**config.mk**
```make
export PLATFORM = sky130hd
export DESIGN_NAME = lib_switch_allocator
export DESIGN_NICKNAME = d
export VERILOG_FILES = /design/src/rtl/lib_switch_allocator.sv
export SDC_FILE = /design/constraint.sdc
export NUM_CORES = 1
export LEC_CHECK = 0
export BUFFER_PORTS_ARGS = -buffer_cell sky130_fd_sc_hd__buf_2
export CORE_MARGIN = 10
export CORE_UTILIZATION = 61
export CTS_CLUSTER_DIAMETER = 150
export DETAILED_ROUTE_END_ITERATION = 16
export GPL_TIMING_DRIVEN = 1
export PLACE_DENSITY_LB_ADDON = 0.05
export SETUP_SLACK_MARGIN = 0.02
export SLEW_MARGIN = 40
export SYNTH_ARGS = -nofsm -noshare
export SYNTH_HDL_FRONTEND = slang
export SYNTH_SLANG_ARGS = --single-unit
```
**constraint.sdc**
```tcl
create_clock -name clk -period 5.15 [get_ports clk]
set_input_delay 0.2575 -clock clk [delete_from_list [all_inputs] [get_ports clk]]
set_output_delay 0.2575 -clock clk [all_outputs]
set_load 0.01 [all_outputs]
```
**src/rtl/lib_switch_allocator.sv**
```systemverilog
// Per-output round-robin switch allocator: one-hot requests in,
// one-hot crossbar selects and FIFO pop strobes out.
module lib_switch_allocator #(
   parameter int RADIX = 5
) (
   input  logic                         clk,
   input  logic                         reset_n,
   input  logic [0:RADIX-1][0:RADIX-1]  i_req,
   input  logic [0:RADIX-1]             i_en,
   output logic [0:RADIX-1][0:RADIX-1]  o_output_grant,
   output logic [0:RADIX-1]             o_input_grant,
   output logic                         o_err
);

   localparam int PW = (RADIX > 1) ? $clog2(RADIX) : 1;

   logic [PW-1:0]               r_ptr [RADIX];
   logic                        r_err;
   logic [0:RADIX-1]            w_multi;
   logic [0:RADIX-1]            w_hit;
   logic [PW-1:0]               w_win [RADIX];
   logic [0:RADIX-1][0:RADIX-1] w_grant;
   logic [0:RADIX-1]            w_igrant;

   function automatic logic [PW-1:0] f_wrap(input logic [PW-1:0] p,
                                            input int k);
      int s;
      s = int'(p) + k;
      if (s >= RADIX) s = s - RADIX;
      return PW'(s);
   endfunction

   // Multi-hot requesters are dropped from arbitration entirely.
   always_comb begin
      w_multi = '0;
      for (int i = 0; i < RADIX; i++)
         w_multi[i] = ($countones(i_req[i]) > 1);
   end

   always_comb begin
      w_grant = '0;
      w_hit   = '0;
      for (int o = 0; o < RADIX; o++) begin
         w_win[o] = '0;
         for (int k = 0; k < RADIX; k++) begin
            if (!w_hit[o] && reset_n && i_en[o] &&
                !w_multi[f_wrap(r_ptr[o], k)] &&
                i_req[f_wrap(r_ptr[o], k)][o]) begin
               w_hit[o]   = 1'b1;
               w_win[o]   = f_wrap(r_ptr[o], k);
               w_grant[o][f_wrap(r_ptr[o], k)] = 1'b1;
            end
         end
      end
   end

   always_comb begin
      w_igrant = '0;
      for (int o = 0; o < RADIX; o++)
         for (int i = 0; i < RADIX; i++)
            w_igrant[i] = w_igrant[i] | w_grant[o][i];
   end

   always_ff @(posedge clk or negedge reset_n) begin
      if (!reset_n) begin
         for (int o = 0; o < RADIX; o++)
            r_ptr[o] <= '0;
         r_err <= 1'b0;
      end else begin
         for (int o = 0; o < RADIX; o++)
            if (w_hit[o]) r_ptr[o] <= f_wrap(w_win[o], 1);
         if (|w_multi) r_err <= 1'b1;
      end
   end

   assign o_output_grant = w_grant;
   assign o_input_grant  = w_igrant;
   assign o_err          = r_err;

endmodule

```
==> impl_metrics.env, run 1 <==
export IMPL_syn_to_final_growth_pct=8.303
export IMPL_io_buffers=62
export IMPL_synth_area_leaders="ha_1, dfrtp_1, mux2i_1, nor2_1, a21oi_1"
export IMPL_p_total_mw=5.762
export IMPL_dpl_cell_area_um2=7981
export IMPL_numCtsBuffers=3
export IMPL_fin_crit_ns=4.916
export IMPL_via_count=8640
export IMPL_fin_hold_ws_ns=0.3820
export IMPL_grt_max_degree=30
export IMPL_ys_warn_count=0
export IMPL_rows=40
export IMPL_worstSetupPathType="reg -> out"
export IMPL_setup_tns_ns=0
export IMPL_post_cts_setup_buffers=0
export IMPL_cp_start_kind="flop"
export IMPL_fp_dieArea_um2=17080
export IMPL_maxSlewHeadroom_pct=47.50
export IMPL_maxCapViolCount=0
export IMPL_ir_drop_uv=431.1
export IMPL_synth_edff_count=0
export IMPL_drtAntennaViolNets=0
export IMPL_yosysSeqAreaShare_pct=5.357
export IMPL_nNetsFinal=1193
export IMPL_synth_cells=1038
export IMPL_hpwl_um=20350
export IMPL_postLayoutCellArea_um2=8095
export IMPL_yosysTopAreaCell="ha_1"
export IMPL_crit_chain="inv_1 -> ha_1 -> or3b_1 -> o22ai_2 -> mux4_2 -> o211ai_2 -> nand4b_4 -> nor4bb_1 -> a221oi_1 -> o211ai_1 -> nor3_1 -> or3b_1 -> buf_2"
export IMPL_wire_per_inst_um=20.63
export IMPL_crit_start="r_ptr[4]"
export IMPL_layout_common_cells="nor2_1, nand2_1, inv_1"
export IMPL_drc_errors=0
export IMPL_grt_pass1_vias=7819
export IMPL_synthFlopType="dfrtp_1"
export IMPL_gp_congestion=1.059
export IMPL_core_area_um2=12010
export IMPL_avgViaCountPerCell=6.951
export IMPL_cpMostUsedCell="or3b_1"
export IMPL_ys_seq_elements=16
export IMPL_ys_types=109
export IMPL_syn_area_um2=7475
export IMPL_p_int_mw=2.264
export IMPL_synth_fp_nets=1135
export IMPL_max_stage_delay_ns=0.54
export IMPL_arrival_ns=4.66
export IMPL_antenna_found_initial=1
export IMPL_die_height_um=130.7
export IMPL_htree_num_levels=1
export IMPL_setup_viol=0
export IMPL_die_width_um=130.7
export IMPL_r2r_slack_ns=0.39
export IMPL_clkPwrFrac_pct=3.4
export IMPL_clkTransAtPathRegs_ns=0.07
export IMPL_synth_async_reset_ratio_pct=100.0
export IMPL_max_freq_mhz=203.4
export IMPL_drive_gt1_share_pct=14.61
export IMPL_min_path_type="in -> async"
export IMPL_p_sw_share_pct=60.71
export IMPL_status="finished clean"
export IMPL_final_setup_skew_ns=0.0007835
export IMPL_cts_sinks=16
export IMPL_p_sw_mw=3.498
export IMPL_powerDensity_nw_per_um2=711.8
export IMPL_fin_crit_sh_pct=95.45
export IMPL_grt_overflow_total=0
export IMPL_clock_path_buffers=2
export IMPL_pwr_share_seq_pct=4.3
export IMPL_routed_wl_um=25640
export IMPL_grt_pass1_wl_um=41030
export IMPL_cts_tree="done"
export IMPL_leakage_nw=3.634
export IMPL_io_pins=63
export IMPL_reg2reg_from="r_ptr[12]"
export IMPL_grt_use_total_pct=29.63
export IMPL_finalHoldViolCount=0
export IMPL_fill_cells=1090
export IMPL_critPathMaxFanout=8
export IMPL_dr_pass1_iters=5
export IMPL_cp_end_kind="primary output"
export IMPL_initial_core_util_pct=62.23
export IMPL_drv_slew=0
export IMPL_drt_iter0_drc=1124
export IMPL_crit_path_top_delay_cell="dfrtp_1"
export IMPL_yosysTopAreaCellShare_pct=9.207
export IMPL_p_comb_share_pct=92.3
export IMPL_syn_area_per_cell_um2=7.201
export IMPL_critPathRequiredTime_ns=4.89
export IMPL_insertion_delay_ns=0.27
export IMPL_worstMarginPinSlew_ns=0.7819
export IMPL_rsz0062_at_grt="false"
export IMPL_final_common_cell="nor2_1"
export IMPL_root_buffer="clkbuf_16"
area by class of cell:
class                   instances  area (um^2)  share of cell area (%)
multi-input cells             902         6584                   81.33
repair buffers                 90        523.0                   6.461
flip-flops and latches         16        401.6                   4.961
inverters                      83        311.5                   3.849
well taps                     147        183.9                   2.272
clock buffers                   4        88.84                   1.097
diodes                          1        2.502                 0.03091
per-stage QoR:
stage | cells | setup WS, ns | utilization, %
after CTS | 1242 | 0.2797 | 67.27
final | 1243 | 0.2343 | 67.40
after global placement | 1237 | 0.5785 | 66.45
after floorplan | 1038 | 0.6882 | -
after detailed placement | 1237 | 0.5074 | 66.45
after global routing | 1242 | 0.05336 | 67.38
final timing paths:
check / endpoint / cells past startpoint
max reg2reg: r_ptr[13] / 16
min: r_ptr[0] / 2
max in group asynchronous: r_ptr[7] / 3
min reg2reg: o_err / 1
max: o_input_grant[1] / 13
min in group clk: o_err / 4
power by group through the flow:
stage,Clock [mW],Combinational (mW),Sequential (mW)
5_1_grt,0.199,5.78,0.260
6_report,0.193,5.32,0.249
3_3_place_gp,0,5.11,0.247
4_1_cts,0.194,5.15,0.246
2_1_floorplan,0,3.84,0.247
3_5_place_dp,0,5.12,0.249
cell usage after synthesis (9+ instances only):
master / count
a211oi_1: 13
a21o_1: 9
a21oi_1: 66
a31oi_1: 12
and2_1: 13
and3_1: 18
buf_2: 11
clkbuf_1: 19
dfrtp_1: 16
fa_1: 10
ha_1: 55
inv_1: 76
mux2_2: 9
mux2i_1: 40
nand2_1: 77
nand2b_1: 23
nand3_1: 45
nand3b_1: 9
nand4_1: 9
nor2_1: 89
nor2b_1: 20
nor3_1: 41
nor3b_1: 12
o211ai_1: 11
o21ai_0: 50
o22ai_1: 15
o31ai_1: 16
or4_1: 9
xnor2_1: 24
logic make-up (layout without fill, tap and decap cells):
group / after synthesis / after routing / synth area share [%]
AOI/OAI and AO/OA: 318 / 318 / 31.24
muxes: 58 / 58 / 9.173
buffers and inverters: 120 / 177 / 6.712
adders and majority gates: 65 / 65 / 11.88
and+or+nand+nor: 432 / 432 / 32.04
other: 0 / 1 / 0
xor gates and xnor gates: 29 / 29 / 3.599
DFF: 16 / 16 / 5.356
worst max-delay path, delay by kind of cell (launching register included):
family	cells	cell delay [ns]
mux	1	0.39
buf+inv	2	0.34
compound gates	4	1.20
flops	1	0.54
fa+ha+maj	1	0.32
simple gates	5	1.60
flip-flops by register name, summed over array words and instances (netlist names):
name / cells
r_ptr: 15
o_err: 1
routing by layer:
layer,vias to the layer above,share of wire (%),GRT usage [%]
met2,502,44,46.68
li1,4052,-,-
met4,0,3.4,10.14
met1,4006,42,39.27
met3,80,11,6.205
met5,-,0,0
timing repair:
| action | CTS | global route |
|---|---|---|
| resized for setup | 0 | 4 |
| hold buffers | 1 | 0 |
| endpoints found under the hold margin | 4 | 0 |
| setup endpoints to repair | 0 | 4 |
Note: power is estimated with default switching activity, not from simulation.
==> inputs of run 2 (changes only) <==
PLACE_DENSITY = 0.81   (was not set)
PLACE_DENSITY_LB_ADDON = not set   (was 0.05)
==> impl_metrics.env, run 2 (synthesis results as in run 1) <==
export IMPL_io_buffers=62
export IMPL_grt_pass1_wl_um=40920
export IMPL_cts_sinks=16
export IMPL_worstMarginPinSlew_ns=0.8634
export IMPL_nNetsFinal=1191
export IMPL_htree_num_levels=1
export IMPL_layout_common_cells="nor2_1, nand2_1, inv_1"
export IMPL_rsz0062_at_grt="false"
export IMPL_die_width_um=130.7
export IMPL_insertion_delay_ns=0.27
export IMPL_root_buffer="clkbuf_16"
export IMPL_dr_pass1_iters=7
export IMPL_gp_congestion=1.049
export IMPL_multiInputGateArea_um2=6594
export IMPL_final_setup_skew_ns=0.0006954
export IMPL_routed_wl_um=26070
export IMPL_critical_path_buf_inv_count=1
export IMPL_rows=40
export IMPL_max_stage_delay_ns=0.57
export IMPL_hpwl_um=20790
export IMPL_grt_pass1_vias=7900
export IMPL_drv_slew=0
export IMPL_die_height_um=130.7
export IMPL_critPathMaxFanout=17
export IMPL_setup_tns_ns=0
export IMPL_worstSetupPathType="reg -> out"
export IMPL_p_total_mw=5.754
export IMPL_antenna_found_initial=1
export IMPL_max_freq_mhz=202.3
export IMPL_fill_cells=1095
export IMPL_crit_chain="ha_1 -> or3b_1 -> o22ai_2 -> mux4_2 -> o211ai_2 -> nand4b_4 -> and4b_1 -> a221oi_1 -> nand3_1 -> nor2_1 -> or4b_1 -> buf_2"
export IMPL_syn_to_final_growth_pct=8.236
export IMPL_drtAntennaViolNets=0
export IMPL_numCtsBuffers=3
export IMPL_drive_gt1_share_pct=14.55
export IMPL_fp_dieArea_um2=17080
export IMPL_largest_register="r_ptr"
export IMPL_clkTransAtPathRegs_ns=0.06
export IMPL_final_common_cell="nor2_1"
export IMPL_finalHoldViolCount=0
export IMPL_fin_crit_sh_pct=95.97
export IMPL_ir_drop_uv=395.3
export IMPL_drt_iter0_drc=989
export IMPL_grt_max_degree=30
export IMPL_grt_overflow_total=0
export IMPL_leakage_nw=3.642
export IMPL_setup_viol=0
export IMPL_via_count=8766
export IMPL_core_area_um2=12010
export IMPL_register_area_um2=401.6
export IMPL_fin_crit_ns=4.942
export IMPL_crit_path_top_delay_cell="dfrtp_1"
export IMPL_largest_register_ffs=15
export IMPL_initial_core_util_pct=62.23
export IMPL_status="finished clean"
export IMPL_grt_use_total_pct=29.68
export IMPL_cp_top_family="simple AND/OR/NAND/NOR gates"
export IMPL_drc_errors=0
export IMPL_critPathRequiredTime_ns=4.89
export IMPL_min_path_type="in -> async"
export IMPL_cp_start_kind="flop"
export IMPL_io_pins=63
export IMPL_arrival_ns=4.68
export IMPL_powerDensity_nw_per_um2=711.2
export IMPL_cp_end_kind="primary output"
export IMPL_maxCapViolCount=0
export IMPL_cts_tree="done"
export IMPL_maxSlewHeadroom_pct=42.03
export IMPL_clock_path_buffers=2
export IMPL_avgViaCountPerCell=7.064
export IMPL_wire_per_inst_um=21.01
## run 2: worst reg2reg max path, stage by stage, from the launching register on
cell,delay (ns)
dfrtp_1,0.59
inv_1,0.21
ha_1,0.26
inv_1,0.07
fa_1,0.48
and3b_1,0.22
o21bai_1,0.21
a21oi_1,0.10
a2111o_1,0.39
and2_1,0.21
nor4b_1,0.53
nand2b_1,0.18
o21ai_0,0.26
ha_1,0.29
nand2_1,0.07
mux2i_1,0.25
mux2i_1,0.23
o21ai_0,0.10
## run 2: per-layer routing
metal	GRT usage (%)	routed length (um)
met5	0	0
met3	4.351	2800
met1	38.92	10460
met4	15.63	1327
met2	46.18	11480
## run 2: per-stage QoR
stage	utilization (%)	hold WS, ns	worst slack, ns	instance area, um^2	cells
floorplan	-	-0.03809	0.6882	7475	1038
finish	67.35	0.4626	0.2078	8090	1241
global placement	66.26	0.2200	0.3471	7959	1234
global route	67.35	0.4967	0.02436	8090	1241
CTS	67.08	0.4795	0.2180	8058	1239
detailed placement	66.26	0.2256	0.3475	7959	1234
## run 2: path summary, 6_finish.rpt
path	endpoint	cells after the start	start	slack (ns)
setup / recovery	o_input_grant[0]	12	r_ptr[5]	0.21
hold / removal	r_ptr[8]	2	reset_n	0.46
setup reg to reg	r_ptr[10]	17	r_ptr[9]	0.34
hold reg to reg	o_err	1	o_err	0.53
max in group asynchronous	r_ptr[13]	3	reset_n	4.13
min in group clk	o_err	4	i_req[22]	0.51
## run 2: timing repair
action                     4_1_cts  5_1_grt
gates resized for setup          0        5
hold endpoints to repair         9        0
setup endpoints to repair        0        3
hold buffers                     1        0
setup buffers                    0        1
## run 2: power by group
part / internal [mW] / switching, mW / total (mW)
combinational: 1.95 / 3.36 / 5.30
sequential: 0.171 / 0.0894 / 0.260
clock: 0.119 / 0.0694 / 0.188
total: 2.24 / 3.52 / 5.75
## run 2: final cells by class
type / count / area share, %
timing repair buffer: 88 / 6.279
tap: 147 / 2.273
antenna: 1 / 0.03093
sequential: 16 / 4.964
clock buffer: 4 / 1.098
inverter: 83 / 3.851
multi-input combinational: 902 / 81.50
==> inputs of run 3 (changes only) <==
--- a/config.mk
+++ b/config.mk
@@ -14,2 +14,3 @@
 export PLACE_DENSITY = 0.81
+export REMOVE_ABC_BUFFERS = 1
 export SETUP_SLACK_MARGIN = 0.02
==> constraint.sdc (replaced) <==
create_clock -name clk -period 5.15 [get_ports clk]
set_input_delay 0.7725 -clock clk [delete_from_list [all_inputs] [get_ports clk]]
set_output_delay 0.7725 -clock clk [all_outputs]
set_load 0.01 [all_outputs]
==> impl_metrics.env, run 3 (synthesis results as in run 1) <==
export IMPL_status="finished, violations left"
export IMPL_violations="setup timing"
export IMPL_drv_slew=0
export IMPL_final_setup_skew_ns=0.002406
export IMPL_cts_tree="done"
export IMPL_insertion_delay_ns=0.27
export IMPL_hpwl_um=22920
export IMPL_wire_per_inst_um=21.68
export IMPL_grt_max_degree=29
export IMPL_gp_congestion=1.071
export IMPL_grt_pass1_vias=8962
export IMPL_cp_start_kind="input port"
export IMPL_fin_crit_sh_pct=101.0
export IMPL_powerDensity_nw_per_um2=697.6
export IMPL_core_area_um2=12010
export IMPL_critPathRequiredTime_ns=4.38
export IMPL_grt_pass1_wl_um=45890
export IMPL_p_total_mw=7.018
export IMPL_setup_viol=1
export IMPL_maxSlewHeadroom_pct=46.68
export IMPL_setup_tns_ns=-0.05173
export IMPL_initial_core_util_pct=62.23
export IMPL_largest_register_ffs=15
export IMPL_largest_register="r_ptr"
export IMPL_gr_max_usage_layer="met2"
export IMPL_worst_slack_ns=-0.05173
export IMPL_critPathMaxFanout=5
export IMPL_cp_end_kind="primary output"
export IMPL_finalHoldViolCount=0
export IMPL_min_path_type="in -> async"
export IMPL_layout_common_cells="buf_4, nor2_1, nand2_1"
export IMPL_postLayoutCellArea_um2=10060
export IMPL_arrival_ns=4.43
export IMPL_grt_use_total_pct=32.90
export IMPL_io_pins=63
export IMPL_worstSetupPathType="in -> out"
export IMPL_diodes=0
export IMPL_numCtsBuffers=3
export IMPL_ir_drop_uv=612.9
export IMPL_root_buffer="clkbuf_16"
export IMPL_dr_pass1_iters=8
export IMPL_max_freq_mhz=192.2
export IMPL_dpl_cell_area_um2=9010
export IMPL_clkTransAtPathRegs_ns=0.07
export IMPL_die_height_um=130.7
export IMPL_rows=40
export IMPL_grt_overflow_total=0
export IMPL_htree_num_levels=1
export IMPL_fp_dieArea_um2=17080
export IMPL_leakage_nw=4.604
export IMPL_place_ws_ns=-0.2065
export IMPL_grtUsageMet2_pct=50.55
export IMPL_syn_to_final_growth_pct=34.58
export IMPL_avgViaCountPerCell=7.057
export IMPL_via_count=9887
export IMPL_met3_usage_pct=6.406
export IMPL_fill_cells=786
export IMPL_maxCapViolCount=0
export IMPL_rr_worst_depth=15
export IMPL_fin_crit_ns=5.202
export IMPL_routed_wl_um=30380
export IMPL_final_core_util_pct=83.75
export IMPL_nNetsFinal=1352
export IMPL_final_common_cell="buf_4"
export IMPL_io_buffers=62
export IMPL_clock_path_buffers=2
export IMPL_rsz0062_at_grt="true"
export IMPL_die_width_um=130.7
export IMPL_worstMarginPinSlew_ns=0.7998
export IMPL_drc_errors=0
export IMPL_cts_sinks=16
export IMPL_use_met1_pct=43.88
export IMPL_drive_gt1_share_pct=33.57
export IMPL_drtAntennaViolNets=0
export IMPL_antenna_found_initial=1
export IMPL_drt_iter0_drc=1558
[run 3: changes by cell type in the layout (fill, tap and decap cells not counted), sizes merged]
cell	delta
buf	+162
clkinv	-1
clkinvlp	+1
diode	-1
dlygate4sd3	-1
[run 3: path summary, 6_finish.rpt]
kind	endpoint	start	slack, ns
setup reg to reg	r_ptr[1]	r_ptr[2]	0.41
setup / recovery	o_input_grant[3]	i_req[18]	-0.05
min in group clk	o_err	o_err	0.54
max in group asynchronous	r_ptr[12]	reset_n	4.18
hold / removal	r_ptr[3]	reset_n	0.42
hold reg to reg	o_err	o_err	0.54
[run 3: power by group]
part / switching, mW / leakage [nW] / internal (mW) / total, mW
Clock: 0.0789 / 0.0442 / 0.119 / 0.198
Combinational: 3.91 / 4.36 / 2.67 / 6.57
Sequential: 0.0737 / 0.199 / 0.172 / 0.246
[run 3: area by class of cell]
cell class	count	area [um^2]	area share (%)
Multi-Input combinational cell	902	7246	72.03
Timing Repair Buffer	249	1815	18.05
Sequential cell	16	402.9	4.005
Inverter	83	322.8	3.209
Tap cell	147	183.9	1.828
Clock buffer	4	88.84	0.8831
[run 3: metrics by stage]
step / hold slack [ns] / std cells
after CTS: 0.4034 / 1389
after global routing: 0.4180 / 1401
after floorplan: 0.4769 / 1001
final: 0.4221 / 1401
after global placement: 0.4933 / 1374
after detailed placement: 0.5051 / 1374
[run 3: worst max-delay path, stage by stage]
cell and delay, ns:
buf_4 0.11, inv_1 0.05, fa_1 0.50, inv_2 0.05, ha_4 0.21, nand4bb_4 0.23
mux4_2 0.53, o21bai_4 0.23, a21oi_4 0.07, and4_4 0.21, a221oi_2 0.26, o221ai_2 0.16
or4b_1 0.48, or4_4 0.43, buf_6 0.14
[run 3: routing by layer]
layer	vias to the layer above	routed length (um)
met5	-	25
met4	4	1492
met3	163	3891
met2	766	13180
met1	4567	11790
li1	4387	-
[run 3: what timing repair did]
item	CTS	global route
resized for setup	53	118
gates cloned	0	0
pin swaps	20	32
hold buffers	0	0
buffers inserted	11	14
setup endpoints to repair	5	13
